--- config.mk ---
export PLATFORM = sky130hd
export DESIGN_NAME = shift_reg_bank
export DESIGN_NICKNAME = d
export VERILOG_FILES = /design/src/rtl/shift_reg_bank_pkg.sv /design/src/rtl/shift_reg_bank_reg_stage.sv /design/src/rtl/shift_reg_bank.sv
export SDC_FILE = /design/constraint.sdc
export NUM_CORES = 1
export LEC_CHECK = 0
export ABC_CLOCK_PERIOD_IN_PS = 1400
export CELL_PAD_IN_SITES_DETAIL_PLACEMENT = 0
export CELL_PAD_IN_SITES_GLOBAL_PLACEMENT = 2
export CORE_MARGIN = 3
export CORE_UTILIZATION = 20
export CTS_CLUSTER_SIZE = 28
export DETAILED_ROUTE_END_ITERATION = 16
export PLACE_DENSITY_LB_ADDON = 0.08
export RECOVER_POWER = 100
export SLEW_MARGIN = 20
export SYNTH_ARGS = -nofsm -noshare
export SYNTH_HDL_FRONTEND = slang
export SYNTH_HIERARCHICAL = 1
export SYNTH_SLANG_ARGS = --single-unit
--- constraint.sdc ---
create_clock -name clk -period 1.4 [get_ports clk]
set_input_delay 0.28 -clock clk [delete_from_list [all_inputs] [get_ports clk]]
set_output_delay 0.28 -clock clk [all_outputs]
set_load 0.02 [all_outputs]
--- src/rtl/shift_reg_bank_pkg.sv ---
// Shared constants for the shift_reg_bank register bank: operating mode encodings.
package shift_reg_bank_pkg;

    localparam logic [1:0] MODE_HOLD  = 2'b00;
    localparam logic [1:0] MODE_SHIFT = 2'b01;
    localparam logic [1:0] MODE_ROT   = 2'b10;
    localparam logic [1:0] MODE_LOAD  = 2'b11;

endpackage : shift_reg_bank_pkg

--- src/rtl/shift_reg_bank_reg_stage.sv ---
// One storage stage of the bank: a WIDTH-bit flop with async active-low reset
// that captures its next value only when its load enable is high.
module reg_stage #(
    parameter int WIDTH = 4
) (
    input  logic             clk,
    input  logic             rst_n,
    input  logic             ld_i,
    input  logic [WIDTH-1:0] d_i,
    output logic [WIDTH-1:0] q_o
);

    logic [WIDTH-1:0] data_q;

    // Stage register: cleared by reset, otherwise updated only on load enable.
    always_ff @(posedge clk or negedge rst_n) begin
        if (!rst_n) begin
            data_q <= '0;
        end else if (ld_i) begin
            data_q <= d_i;
        end
    end

    assign q_o = data_q;

endmodule : reg_stage

--- src/rtl/shift_reg_bank.sv ---
// Parametrised multi-stage register bank with hold/shift/rotate/parallel-load
// modes, synchronous clear, clock enable and a saturating occupancy counter.
// All outputs are derived from registered state only.
module shift_reg_bank
    import shift_reg_bank_pkg::*;
#(
    parameter int WIDTH = 4,
    parameter int DEPTH = 4,
    parameter int CW    = $clog2(DEPTH + 1)
) (
    input  logic                   clk,
    input  logic                   rst_n,
    input  logic                   en,
    input  logic                   clr,
    input  logic [1:0]             mode,
    input  logic [WIDTH-1:0]       din,
    input  logic [WIDTH*DEPTH-1:0] pdin,
    output logic [WIDTH*DEPTH-1:0] q,
    output logic [WIDTH*DEPTH-1:0] q_n,
    output logic [WIDTH-1:0]       dout,
    output logic [CW-1:0]          count,
    output logic                   full
);

    localparam logic [CW-1:0] DEPTH_C = CW'(DEPTH);

    logic [WIDTH-1:0] stage_q [DEPTH];
    logic [WIDTH-1:0] stage_d [DEPTH];
    logic             stage_ld;
    logic [CW-1:0]    count_q;
    logic [CW-1:0]    count_d;

    // All stages move together: clear forces a write of zero, otherwise any
    // enabled non-hold mode writes every stage.
    assign stage_ld = clr | (en & (mode != MODE_HOLD));

    // Next-value mux for every stage; clear dominates, then the selected mode.
    always_comb begin
        for (int i = 0; i < DEPTH; i++) begin
            stage_d[i] = stage_q[i];
        end
        if (clr) begin
            for (int i = 0; i < DEPTH; i++) begin
                stage_d[i] = '0;
            end
        end else begin
            case (mode)
                MODE_SHIFT: begin
                    stage_d[0] = din;
                    for (int i = 1; i < DEPTH; i++) begin
                        stage_d[i] = stage_q[i-1];
                    end
                end
                MODE_ROT: begin
                    stage_d[0] = stage_q[DEPTH-1];
                    for (int i = 1; i < DEPTH; i++) begin
                        stage_d[i] = stage_q[i-1];
                    end
                end
                MODE_LOAD: begin
                    for (int i = 0; i < DEPTH; i++) begin
                        stage_d[i] = pdin[i*WIDTH +: WIDTH];
                    end
                end
                default: begin
                    for (int i = 0; i < DEPTH; i++) begin
                        stage_d[i] = stage_q[i];
                    end
                end
            endcase
        end
    end

    // Occupancy: clear empties, shift fills by one and saturates, load fills,
    // rotate and hold leave it alone.
    always_comb begin
        count_d = count_q;
        if (clr) begin
            count_d = '0;
        end else if (en) begin
            case (mode)
                MODE_SHIFT: begin
                    if (count_q != DEPTH_C) begin
                        count_d = count_q + 1'b1;
                    end
                end
                MODE_LOAD: count_d = DEPTH_C;
                default:   count_d = count_q;
            endcase
        end
    end

    // Occupancy counter register.
    always_ff @(posedge clk or negedge rst_n) begin
        if (!rst_n) begin
            count_q <= '0;
        end else begin
            count_q <= count_d;
        end
    end

    genvar g;
    generate
        for (g = 0; g < DEPTH; g++) begin : g_stage
            reg_stage #(
                .WIDTH (WIDTH)
            ) u_stage (
                .clk   (clk),
                .rst_n (rst_n),
                .ld_i  (stage_ld),
                .d_i   (stage_d[g]),
                .q_o   (stage_q[g])
            );
            assign q[g*WIDTH +: WIDTH] = stage_q[g];
        end
    endgenerate

    assign q_n   = ~q;
    assign dout  = stage_q[DEPTH-1];
    assign count = count_q;
    assign full  = (count_q == DEPTH_C);

endmodule : shift_reg_bank

# Word-level counts from Yosys, hierarchy flattened
# Cells that the tools add are included.
# totals
regBits	19
out_inout_bits	40
elab_cells	27
in_bits	26
# classes
mux	6
addsub	1
bitwise	3
n_reduce_logical	6
n_eq_ne	6
# op_table
cell	count
$pmux W16 S3	1
$mux W16	1
$not A16 Y16	1
$mux W3	3
$ne A3 B3 Y1 const B	2
$pmux W3 S2	1
$eq A2 B2 Y1 const B	2
$reduce_bool A2 Y1	2
$reduce_bool A4 Y1	1
$add A3 B1 Y3 const B	1
$eq A3 B3 Y1 const B	1
$reduce_and A3 Y1	1
$reduce_bool A3 Y1	1
$eq A2 B1 Y1 const B	1
$reduce_and A2 Y1	1
$and A1 B1 Y1	1
$or A1 B1 Y1	1

# Logic depth before layout (Yosys ltp)
# logic_depth
ltp_word	5
mapped_depth	6
depth_no_buf	5

# Hierarchy
# Netlist, hierarchy kept.
# by_module_without_submodules
mod	cells_per_inst	n_inst	seq_area_each_um2	area_per_inst_um2
shift_reg_bank	87	1	75.1	663.1
reg_stage	8	4	100.1	145.1

# Worst setup path before layout
# No wires, ideal clock.
# synth_timing
path_type	input to register
startpoint	input clr
endpoint	register g_stage[0].u_stage.data_q[0]
path_slack_ns	-0.128
setup_ns	0.125
required_time_ns	1.275
n_path_buf	1
arrival_time_ns	1.403
stages	3
path_cell_list	clkbuf_1 > nand2b_1 > mux2_2
# synth_between
elab_chain_len	2
word_cells_on_any_way	4
classes_between	mux: 1; bitwise: 1; reduce/logical: 2
# synth_rtl
item	line	rtl
start, declared	shift_reg_bank.sv:14	input logic clr,
$or A1 B1 Y1	shift_reg_bank.sv:35	assign stage_ld = clr | (en & (mode != MODE_HOLD));
named net stage_ld	shift_reg_bank.sv:29	logic stage_ld;
$reduce_and A2 Y1 (no line)	--	
end signal, assigned	shift_reg_bank_reg_stage.sv:20	data_q <= d_i;
end, declared	shift_reg_bank_reg_stage.sv:13	logic [WIDTH-1:0] data_q;
# The timed path passes the listed nets, and every way through them passes these cells.
# A chain may end at the register's enable or synchronous reset.

==> impl_metrics.env <==
export IMPL_slowest_delay_ps=430
export IMPL_grt_ovfl_total=0
export IMPL_power_frac_clock_pct=22.9
export IMPL_die_h_um=84.9
export IMPL_synthAdderAreaFrac_pct=2.01
export IMPL_synthXorXnorAreaFrac_pct=0.704
export IMPL_synth_edf_count=0
export IMPL_skew_ps=2.02
export IMPL_die_area_um2=7200
export IMPL_hp_class="input pin to async pin"
export IMPL_crit_chain="buf_6, mux4_2, nor2b_1, mux2_4"
export IMPL_place_ws_ps=-712
export IMPL_areaGrowthSynthToFinish_pct=82.8
export IMPL_drc=0
export IMPL_crit_slowest_cell="mux4_2"
export IMPL_grt_max_degree=20
export IMPL_start_util_pct=20.9
export IMPL_path_class="flip-flop to flip-flop"
export IMPL_async_flop_share_pct=100
export IMPL_p_int_w=0.00114
export IMPL_swShare_pct=32.2
export IMPL_drtPass1Iterations=5
export IMPL_crit_fanout=2
export IMPL_drv_slew=0
export IMPL_tightest_slew_ps=564
export IMPL_required_ps=1540
export IMPL_viasPerCell=4.39
export IMPL_die_w_um=84.9
export IMPL_switchingPower_w=0.000542
export IMPL_ios=66
export IMPL_fin_cells=285
export IMPL_routed_wl_um=4310
export IMPL_drtIter0Drc=90
export IMPL_root_buffer="clkbuf_8"
export IMPL_slew_headroom_pct=62.4
export IMPL_cts_buffers=3
export IMPL_fmax_mhz=686
export IMPL_period_minus_slack_ps=1460
export IMPL_grt_pass1_vias=1352
export IMPL_layout_drive_gt1_share_pct=36.7
export IMPL_grtUsageTotal_pct=12.4
export IMPL_ys_warn_count=6
export IMPL_violations="negative setup slack"
export IMPL_end_kind="flip-flop"
export IMPL_pwr_share_comb_pct=39.2
export IMPL_r2r_start="g_stage[3].u_stage/q_o[2]"
export IMPL_n_fill_cell=616
export IMPL_via_count=1250
export IMPL_grt_pass1_wl_um=7040
export IMPL_ys_ff_latch=19
export IMPL_final_nets=239
export IMPL_leakagePower_nw=1.05
export IMPL_clockBufferDepth=2
export IMPL_wl_per_cell_um=15.1
export IMPL_netlist_instances=119
export IMPL_synthSimpleGateAreaFrac_pct=10.9
export IMPL_dp_hpwl_um=3090
export IMPL_cts_tree="done"
export IMPL_diodes=0
export IMPL_critPathArrivalTime_ps=1600
export IMPL_antenna_found_initial=0
export IMPL_cts_sinks=19
export IMPL_synthDistinctLibCells=25
export IMPL_htreeDepth=1
export IMPL_avgSynthCellArea_um2=10.5
export IMPL_outcome="complete, but fails checks"
export IMPL_hold_violations=0
export IMPL_synth_main_ff_cell="dfrtp_1"
export IMPL_irDropWorstVdd_mv=0.329
export IMPL_syn_nets=147
export IMPL_synth_compound_area_share_pct=12.8
export IMPL_pwr_share_seq_pct=37.9
export IMPL_fin_ws_ps=-58.2
export IMPL_synth_mux_area_fraction_pct=22.6
export IMPL_period_share_pct=104
export IMPL_fp_row_count=28
export IMPL_hold_buffers=0
export IMPL_crit_path_start_kind="flip-flop"
export IMPL_placed_cells=273
export IMPL_clk_latency_ps=250
export IMPL_synth_seq_area_share_pct=38.2
export IMPL_synth_top_family_by_area="multiplexers"
export IMPL_path_clk_slew_ps=70
export IMPL_synth_area_um2=1240
export IMPL_p_per_area_nw_per_um2=741
export IMPL_io_buffers=65
export IMPL_cap_violations=0
export IMPL_ant_nets=0
export IMPL_finalSetupViolations=2
export IMPL_rsz0062_at_grt="yes"
export IMPL_critPathLaunch="g_stage[3].u_stage/q_o[2]"
export IMPL_core_um2=5960
export IMPL_gp_congestion=0.698
[per-stage QoR]
stage | TNS [ps] | total power, W | hold WS [ps] | util [%] | cell area, um2
3_3_place_gp | -9740 | 0.00132 | 575 | 35.7 | 2130
5_1_grt | -258 | 0.00178 | 565 | 38.2 | 2270
3_5_place_dp | -10690 | 0.00132 | 586 | 35.7 | 2130
4_1_cts | -183 | 0.00170 | 371 | 37.3 | 2220
2_1_floorplan | -230 | 0.000973 | -15.6 | - | 1280
6_report | -69.3 | 0.00168 | 527 | 38.2 | 2270
[path summary, 6_finish.rpt]
path | endpoint | slack [ps] | cells after the start
max | g_stage[0].u_stage/q_o[2] | -60 | 4
min | g_stage[0].u_stage/q_o[1] | 530 | 2
max reg2reg | g_stage[0].u_stage/q_o[2] | -60 | 4
min reg2reg | g_stage[3].u_stage/q_o[3] | 590 | 1
max in group asynchronous | g_stage[3].u_stage/q_o[3] | 490 | 2
min in group clk | g_stage[3].u_stage/q_o[3] | 590 | 1
[cells in the final DEF, fill, tap and decap left out, types with 2 or more instances in the layout]
cell type        count
dlygate4sd2_1       29
xor2_4               2
mux4_2               4
dfrtp_2              8
clkdlybuf4s50_1     22
inv_1               17
mux2_4               6
inv_2                3
buf_6                5
a222oi_1            12
clkdlybuf4s15_1      6
o21ai_0              2
nor2b_1              4
buf_4               24
clkbuf_8             3
clkbuf_2             3
nor2_1              13
dfrtp_1             11
mux2_2              10
nand4_1              2
a21oi_1              2
clkbuf_1             4
[final cells by class]
class                           count  area (um2)  share of cell area (%)
Inverter                           20        75.1                    3.30
Sequential cell                    19         485                    21.4
Tap cell                           75        93.8                    4.13
Clock buffer                        4        45.0                    1.98
Multi-Input combinational cell     71         699                    30.8
Timing Repair Buffer               96         875                    38.5
[what timing repair did]
action                     4_1_cts  5_1_grt
pin swaps                        3        6
setup endpoints to repair       56       19
cloned                           2        1
resized for setup               58       28
setup buffers                    3        2
[synth_stat cells (2+ instances only)]
master    instances  share of area, %
dfrtp_1          19                38
nand4_1           2               1.0
a21oi_1           2              0.80
mux4_1            3               6.3
buf_6             3               2.7
inv_1            20               6.0
ha_1              2               2.0
a222oi_1         12               9.7
clkbuf_1          2              0.60
nand2_1           2              0.60
nor2b_1           4               2.0
nor2_1           14               4.2
o21ai_0           3               1.2
buf_4             5               3.0
mux2_2           16                14
[routing by layer]
metal / global-route usage, % / wire [um]
met1: 16.4 / 1920
met2: 20.5 / 2150
met3: 2.72 / 215
met4: 3.45 / 25
met5: 0 / 0
[sequential cells by signal, indices dropped and copies added, names as in the netlist]
signal and count:
g_stage.u_stage/q_o 16, count 3
[logic make-up after synthesis]
family | after synthesis
compound gates | 19
fa+ha+maj | 2
flops | 19
mux | 20
buf+inv | 31
simple gates | 27
xor+xnor | 1
[worst max-delay path: cells and delay by family (launching register included)]
| family | cells | cell delay (ps) |
|---|---|---|
| muxes | 2 | 680 |
| buffers and inverters | 1 | 110 |
| and+or+nand+nor | 1 | 140 |
| DFF | 1 | 410 |
[power by group through the flow]
stage / registers, W / clock network [W] / logic, W
3_5_place_dp: 0.000653 / 0 / 0.000671
2_1_floorplan: 0.000696 / 0 / 0.000278
5_1_grt: 0.000647 / 0.000425 / 0.000710
3_3_place_gp: 0.000650 / 0 / 0.000671
6_report: 0.000638 / 0.000386 / 0.000660
4_1_cts: 0.000640 / 0.000411 / 0.000651
No activity file was read; power rests on OpenSTA's default activity.
